## config.mk

```make
export PLATFORM = sky130hd
export DESIGN_NAME = regfile_read_stage
export DESIGN_NICKNAME = d
export VERILOG_FILES = /design/src/rtl/regfile_read_stage.sv
export SDC_FILE = /design/constraint.sdc
export NUM_CORES = 1
export LEC_CHECK = 0
export BUFFER_PORTS_ARGS = -buffer_cell sky130_fd_sc_hd__buf_2
export CORE_AREA = 2 2 235 237
export CTS_CLUSTER_DIAMETER = 50
export DETAILED_ROUTE_END_ITERATION = 7
export DIE_AREA = 0 0 237 239
export GPL_TIMING_DRIVEN = 1
export PLACE_DENSITY_LB_ADDON = 0.1
export SLEW_MARGIN = 20
export SYNTH_ARGS = -nofsm -noshare
export SYNTH_HDL_FRONTEND = slang
export SYNTH_SLANG_ARGS = --single-unit
```

## constraint.sdc

```tcl
create_clock -name clock -period 3.35 [get_ports clock]
set_clock_uncertainty 0.15 [all_clocks]
set_input_delay 0.8375 -clock clock [delete_from_list [all_inputs] [get_ports clock]]
set_output_delay 0.8375 -clock clock [all_outputs]
set_load 0.01 [all_outputs]
```

## src/rtl/regfile_read_stage.sv

```systemverilog
// ---------------------------------------------------------------------------------------------
// regfile_read_stage
//
// Register-read stage in front of the physical register file. One issued uop per cycle
// presents up to three physical source tags. The stage drives the regfile R0/R1/R2 read
// ports (R0=prs1, R1=prs2, R2=prs3) and captures the operands into a single-entry output
// register. Same-cycle W0/W1 writes are bypassed. While a uop is stalled in the output
// register, its operands follow later writes so they never go stale.
//
// Ports
//   clock, reset          single clock; synchronous active-high reset
//   in_valid/in_ready     issue handshake; in_ready = !out_valid | out_ready
//   in_tag                opaque uop tag, passed through unchanged
//   in_prsN, in_useN      source N address and use flag (N=1..3)
//   flush                 kills the held uop and drops the incoming uop this cycle
//   RK_addr, RK_en        regfile read port K address/enable (K=0..2)
//   RK_data               regfile read data, combinational from RK_addr
//   wbM_en/addr/data      write-port snoop (M=0..1), same signals as regfile port WM
//   out_valid/out_ready   output handshake
//   out_tag, out_rsN_data held uop tag and operands
// ---------------------------------------------------------------------------------------------
module regfile_read_stage #(
    parameter int unsigned NUM_REGS    = 96,
    parameter int unsigned ADDR_W      = 7,
    parameter int unsigned DATA_W      = 65,
    parameter int unsigned TAG_W       = 6,
    parameter bit          ZERO_REG_EN = 1'b1
) (
    input  logic              clock,
    input  logic              reset,

    input  logic              in_valid,
    output logic              in_ready,
    input  logic [TAG_W-1:0]  in_tag,
    input  logic [ADDR_W-1:0] in_prs1,
    input  logic [ADDR_W-1:0] in_prs2,
    input  logic [ADDR_W-1:0] in_prs3,
    input  logic              in_use1,
    input  logic              in_use2,
    input  logic              in_use3,
    input  logic              flush,

    output logic [ADDR_W-1:0] R0_addr,
    output logic              R0_en,
    input  logic [DATA_W-1:0] R0_data,
    output logic [ADDR_W-1:0] R1_addr,
    output logic              R1_en,
    input  logic [DATA_W-1:0] R1_data,
    output logic [ADDR_W-1:0] R2_addr,
    output logic              R2_en,
    input  logic [DATA_W-1:0] R2_data,

    input  logic              wb0_en,
    input  logic [ADDR_W-1:0] wb0_addr,
    input  logic [DATA_W-1:0] wb0_data,
    input  logic              wb1_en,
    input  logic [ADDR_W-1:0] wb1_addr,
    input  logic [DATA_W-1:0] wb1_data,

    output logic              out_valid,
    input  logic              out_ready,
    output logic [TAG_W-1:0]  out_tag,
    output logic [DATA_W-1:0] out_rs1_data,
    output logic [DATA_W-1:0] out_rs2_data,
    output logic [DATA_W-1:0] out_rs3_data
);

    localparam int NSRC = 3;

    // A source is "legal" when it names a real register that can hold a nonzero value.
    function automatic logic legal(input logic [ADDR_W-1:0] a);
        logic in_range;
        logic is_zero;
        in_range = (32'(a) < NUM_REGS);
        is_zero  = ZERO_REG_EN && (a == '0);
        return in_range && !is_zero;
    endfunction

    // Per-source views of the flat port list
    logic [ADDR_W-1:0] prs      [NSRC];
    logic              use_src  [NSRC];
    logic [DATA_W-1:0] rd_data  [NSRC];

    assign prs[0]     = in_prs1;
    assign prs[1]     = in_prs2;
    assign prs[2]     = in_prs3;
    assign use_src[0] = in_use1;
    assign use_src[1] = in_use2;
    assign use_src[2] = in_use3;
    assign rd_data[0] = R0_data;
    assign rd_data[1] = R1_data;
    assign rd_data[2] = R2_data;

    // Held uop state. live_q marks operands that track writes (used and legal).
    logic              valid_q, valid_d;
    logic [TAG_W-1:0]  tag_q,   tag_d;
    logic [ADDR_W-1:0] addr_q   [NSRC];
    logic [ADDR_W-1:0] addr_d   [NSRC];
    logic              live_q   [NSRC];
    logic              live_d   [NSRC];
    logic [DATA_W-1:0] data_q   [NSRC];
    logic [DATA_W-1:0] data_d   [NSRC];

    logic              accept;
    logic              src_live [NSRC];
    logic              ren      [NSRC];
    logic [DATA_W-1:0] cap_val  [NSRC];
    logic [DATA_W-1:0] snp_val  [NSRC];

    assign in_ready = !valid_q || out_ready;

    // Reset gates accept so no read port fires while reset is high.
    assign accept = in_valid && in_ready && !flush && !reset;

    always_comb begin
        for (int n = 0; n < NSRC; n++) begin
            src_live[n] = use_src[n] && legal(prs[n]);
            ren[n]      = accept && src_live[n];

            // Capture path: W1 beats W0 beats the array read, matching the regfile.
            cap_val[n] = '0;
            if (src_live[n]) begin
                if (wb1_en && (wb1_addr == prs[n])) begin
                    cap_val[n] = wb1_data;
                end else if (wb0_en && (wb0_addr == prs[n])) begin
                    cap_val[n] = wb0_data;
                end else begin
                    cap_val[n] = rd_data[n];
                end
            end

            // Held path: illegal write addresses never match because live_q implies a legal
            // held address.
            snp_val[n] = data_q[n];
            if (live_q[n]) begin
                if (wb1_en && (wb1_addr == addr_q[n])) begin
                    snp_val[n] = wb1_data;
                end else if (wb0_en && (wb0_addr == addr_q[n])) begin
                    snp_val[n] = wb0_data;
                end
            end
        end
    end

    always_comb begin
        valid_d = valid_q;
        tag_d   = tag_q;
        for (int n = 0; n < NSRC; n++) begin
            addr_d[n] = addr_q[n];
            live_d[n] = live_q[n];
            data_d[n] = data_q[n];
        end

        if (flush) begin
            // Tag and operands are left stale; only valid matters after a flush.
            valid_d = 1'b0;
        end else if (accept) begin
            valid_d = 1'b1;
            tag_d   = in_tag;
            for (int n = 0; n < NSRC; n++) begin
                addr_d[n] = prs[n];
                live_d[n] = src_live[n];
                data_d[n] = cap_val[n];
            end
        end else if (valid_q && out_ready) begin
            valid_d = 1'b0;
        end else if (valid_q) begin
            for (int n = 0; n < NSRC; n++) begin
                data_d[n] = snp_val[n];
            end
        end
    end

    always_ff @(posedge clock) begin
        if (reset) begin
            valid_q <= 1'b0;
            tag_q   <= '0;
            for (int n = 0; n < NSRC; n++) begin
                addr_q[n] <= '0;
                live_q[n] <= 1'b0;
                data_q[n] <= '0;
            end
        end else begin
            valid_q <= valid_d;
            tag_q   <= tag_d;
            for (int n = 0; n < NSRC; n++) begin
                addr_q[n] <= addr_d[n];
                live_q[n] <= live_d[n];
                data_q[n] <= data_d[n];
            end
        end
    end

    assign R0_addr = in_prs1;
    assign R1_addr = in_prs2;
    assign R2_addr = in_prs3;
    assign R0_en   = ren[0];
    assign R1_en   = ren[1];
    assign R2_en   = ren[2];

    assign out_valid    = valid_q;
    assign out_tag      = tag_q;
    assign out_rs1_data = data_q[0];
    assign out_rs2_data = data_q[1];
    assign out_rs3_data = data_q[2];

endmodule

```

==> key figures <==
Placed design
  • Final GP Congestion: 0.876
  • IO buf count: 602
  • DP HPWL: ~53000 um

Floorplanning
  • I/O pin count: approximately 600
  • Chip width: 237 um
  • Effective utilization at floorplan: 27.3%
  • Core area: 54300 um^2
  • Site row count: 86
  • Total die area: 56600 um^2
  • Die height: 239 um

Yosys
  • Top cells by count, synth: 226 x dfxtp_1, 133 x nor3_1, 131 x mux2_2
  • Number of synthesis warnings: 0
  • Post-synth top area cell: dfxtp_1
  • Post-synth ARST share: 0%
  • Syn avg cell area: 8.91 um^2
  • Sequential share of the synthesized area: 30.5%
  • Seq cells post-synth: 226
  • Synth top area share: 30.5%
  • Count leader, synth: dfxtp_1
  • Synth Net Count: about 2000
  • Most used DFF post-synth: dfxtp_1
  • Area contributors post-synth: dfxtp_1 31%, mux2_2 10%, a221oi_2 5.1%
  • Post-synth EDFFs: 0
  • Netlist Area Pre-Place: 14800 um^2
  • Synth Instances: about 1700
  • Yosys cell types: 44

Run status
  • Status: finished, final reports clean

CTS
  • Total clock sinks: around 230
  • Clk slew on worst S/H paths: 0.05 ns
  • # resized after CTS: 0
  • Hold buffer count at cts: 0
  • H-tree depth: 2
  • CTS tree: done
  • CTS root buffer: clkbuf_16
  • Num CTS Buffers: 44
  • Longest Clk Path Bufs: 3
  • Clk_lat worst skew: 0.56 ns
  • Buffers inserted by post-CTS timing repair: 0

Layout
  • Fill count: around 5700
  • Layout cell share with drive strength beyond 1: between 40% and 50%
  • Area Overhead vs Synth: 35.6%
  • NumNets Final: 2532

Power and ir drop
  • Final Power: 9.06 mW
  • Leak: just over 8 nW
  • Pwr dens: 451 nW/um^2
  • Max VDD drop: approximately 0.00035 V

Global route
  • Largest net degree at the start of global routing: ~160
  • First-pass GRT wire length: 111000 um
  • Gr usage total: 26.0%
  • Grt total ovfl: 0
  • Initial antenna violation count: 20
  • Vias in the first global route: 16057

STA
  • Fin crit share: 90.1%
  • Final min period: 3.02 ns
  • Max Slew Vio Count: 0
  • Fin Setup TNS: 0 ns
  • # setup viols final: 0
  • Relative slew margins: between 20% and 30%
  • Worst slew pin tran: 1.12 ns
  • Final count of hold timing violations: 0
  • RSZ-0062 raised after global routing: false
  • Fmax: between 0.3 and 0.4 GHz
  • Worst hold margin: 0.304 ns

Worst setup path
  • Max FO, Critical Path: 6
  • Critical path arrival: 2.03 ns
  • CP required: 2.36 ns
  • CP Class: in -> out
  • Startpoint types: input pin
  • CP Capture Type: output port

Min path
  • Hold/Removal Path Class: reg -> reg

Drt
  • Vias per inst: around 5.6
  • Initial drt markers: 1177
  • Wire length per cell: 26.4 um
  • DRC viols: 0
  • Antenna Nets Post-Route: 0
  • DR vias: 16196
  • Drt first pass iters: 8
  • DRT Wirelength: 76800 um

Flow run
  • # Max-Cap Violations: 0
[cell type report]
class / count / area, um^2 / area share, %
Clock buffer: 60 / 1240 / 6.18
Sequential cell: 226 / 4520 / 22.5
Antenna cell: 13 / 32.5 / 0.162
Multi-Input combinational cell: 1154 / 9030 / 45.0
Clock inverter: 20 / 263 / 1.31
Inverter: 69 / 259 / 1.29
Tap cell: 704 / 881 / 4.38
Timing Repair Buffer: 661 / 3850 / 19.2
[layout by cell type (no fill, tap or decap), types with 3 or more instances in the layout]
cell	count
xor2_1	50
xnor2_1	34
clkinv_2	10
a311oi_2	19
dfxtp_1	226
nor4_1	11
a222oi_1	66
clkbuf_1	9
a221oi_2	50
buf_2	601
mux2_2	131
a22oi_1	66
nand2_1	126
o21ai_0	15
nor2_1	76
inv_1	69
nor3_1	133
mux2i_1	65
buf_12	31
diode_2	13
a211o_1	65
clkbuf_8	6
a311oi_1	45
a221oi_1	15
clkbuf_16	45
nor2_4	3
a211oi_1	66
a21oi_1	31
o21ai_1	50
bufinv_16	6
nand4_1	16
buf_4	28
[final timing paths]
kind	startpoint	end	slack (ns)	cells past startpoint
worst min register to register	out_tag[5]$_SDFFE_PP0P_	out_tag[5]$_SDFFE_PP0P_	0.30	2
worst max register to register	addr_q[0][15]$_SDFFE_PP0P_	data_q[0][131]$_SDFFE_PP0P_	0.69	7
worst max-delay path	reset	R1_en	0.33	6
worst min-delay path	out_tag[5]$_SDFFE_PP0P_	out_tag[5]$_SDFFE_PP0P_	0.30	2
[report_power, final]
part	internal, mW	switching, mW	leakage, nW
clock	3.04	1.57	0.741
combinational	0.651	0.878	5.51
sequential	2.83	0.0831	1.85
total	6.52	2.54	8.09
[state kept, by name, indices dropped and copies added, names as in the netlist]
register,flops
addr_q,21
data_q,195
live_q,3
out_tag,6
out_valid,1
[per-layer routing]
metal  wire length (um)  vias up  global-route usage [%]
li1                   -     7359                       -
met1              31600     7981                    31.9
met2              37300      722                    44.2
met3               5990      120                    6.72
met4               1910       14                    8.32
met5                 80        -                       0
[stage by stage]
stage               util [%]  cell area, um^2  std cells  setup WS, ns
floorplan                  -            14800       1663         0.118
CTS                     36.9            20100       2894         0.275
global route            37.0            20100       2903         0.198
detailed placement      34.1            18600       2814      -0.00908
global placement        34.1            18600       2814        0.0138
finish                  37.0            20100       2907         0.331
[logic make-up after synthesis]
group,count (synthesis),synth area share (%)
AO/OA/AOI/OAI,494,29.3
multiplexers,196,14.3
XOR/XNOR,84,4.96
buffers and inverters,283,9.28
AND/OR/NAND/NOR,380,11.6
flip-flops,226,30.5
[critical path, cell delays in order]
cell      delay (ns)
buf_8           0.10
nand2b_1        0.18
nor3b_4         0.28
nand3_1         0.37
inv_1           0.12
buf_2           0.14
Power figures use the tool's default switching activity.
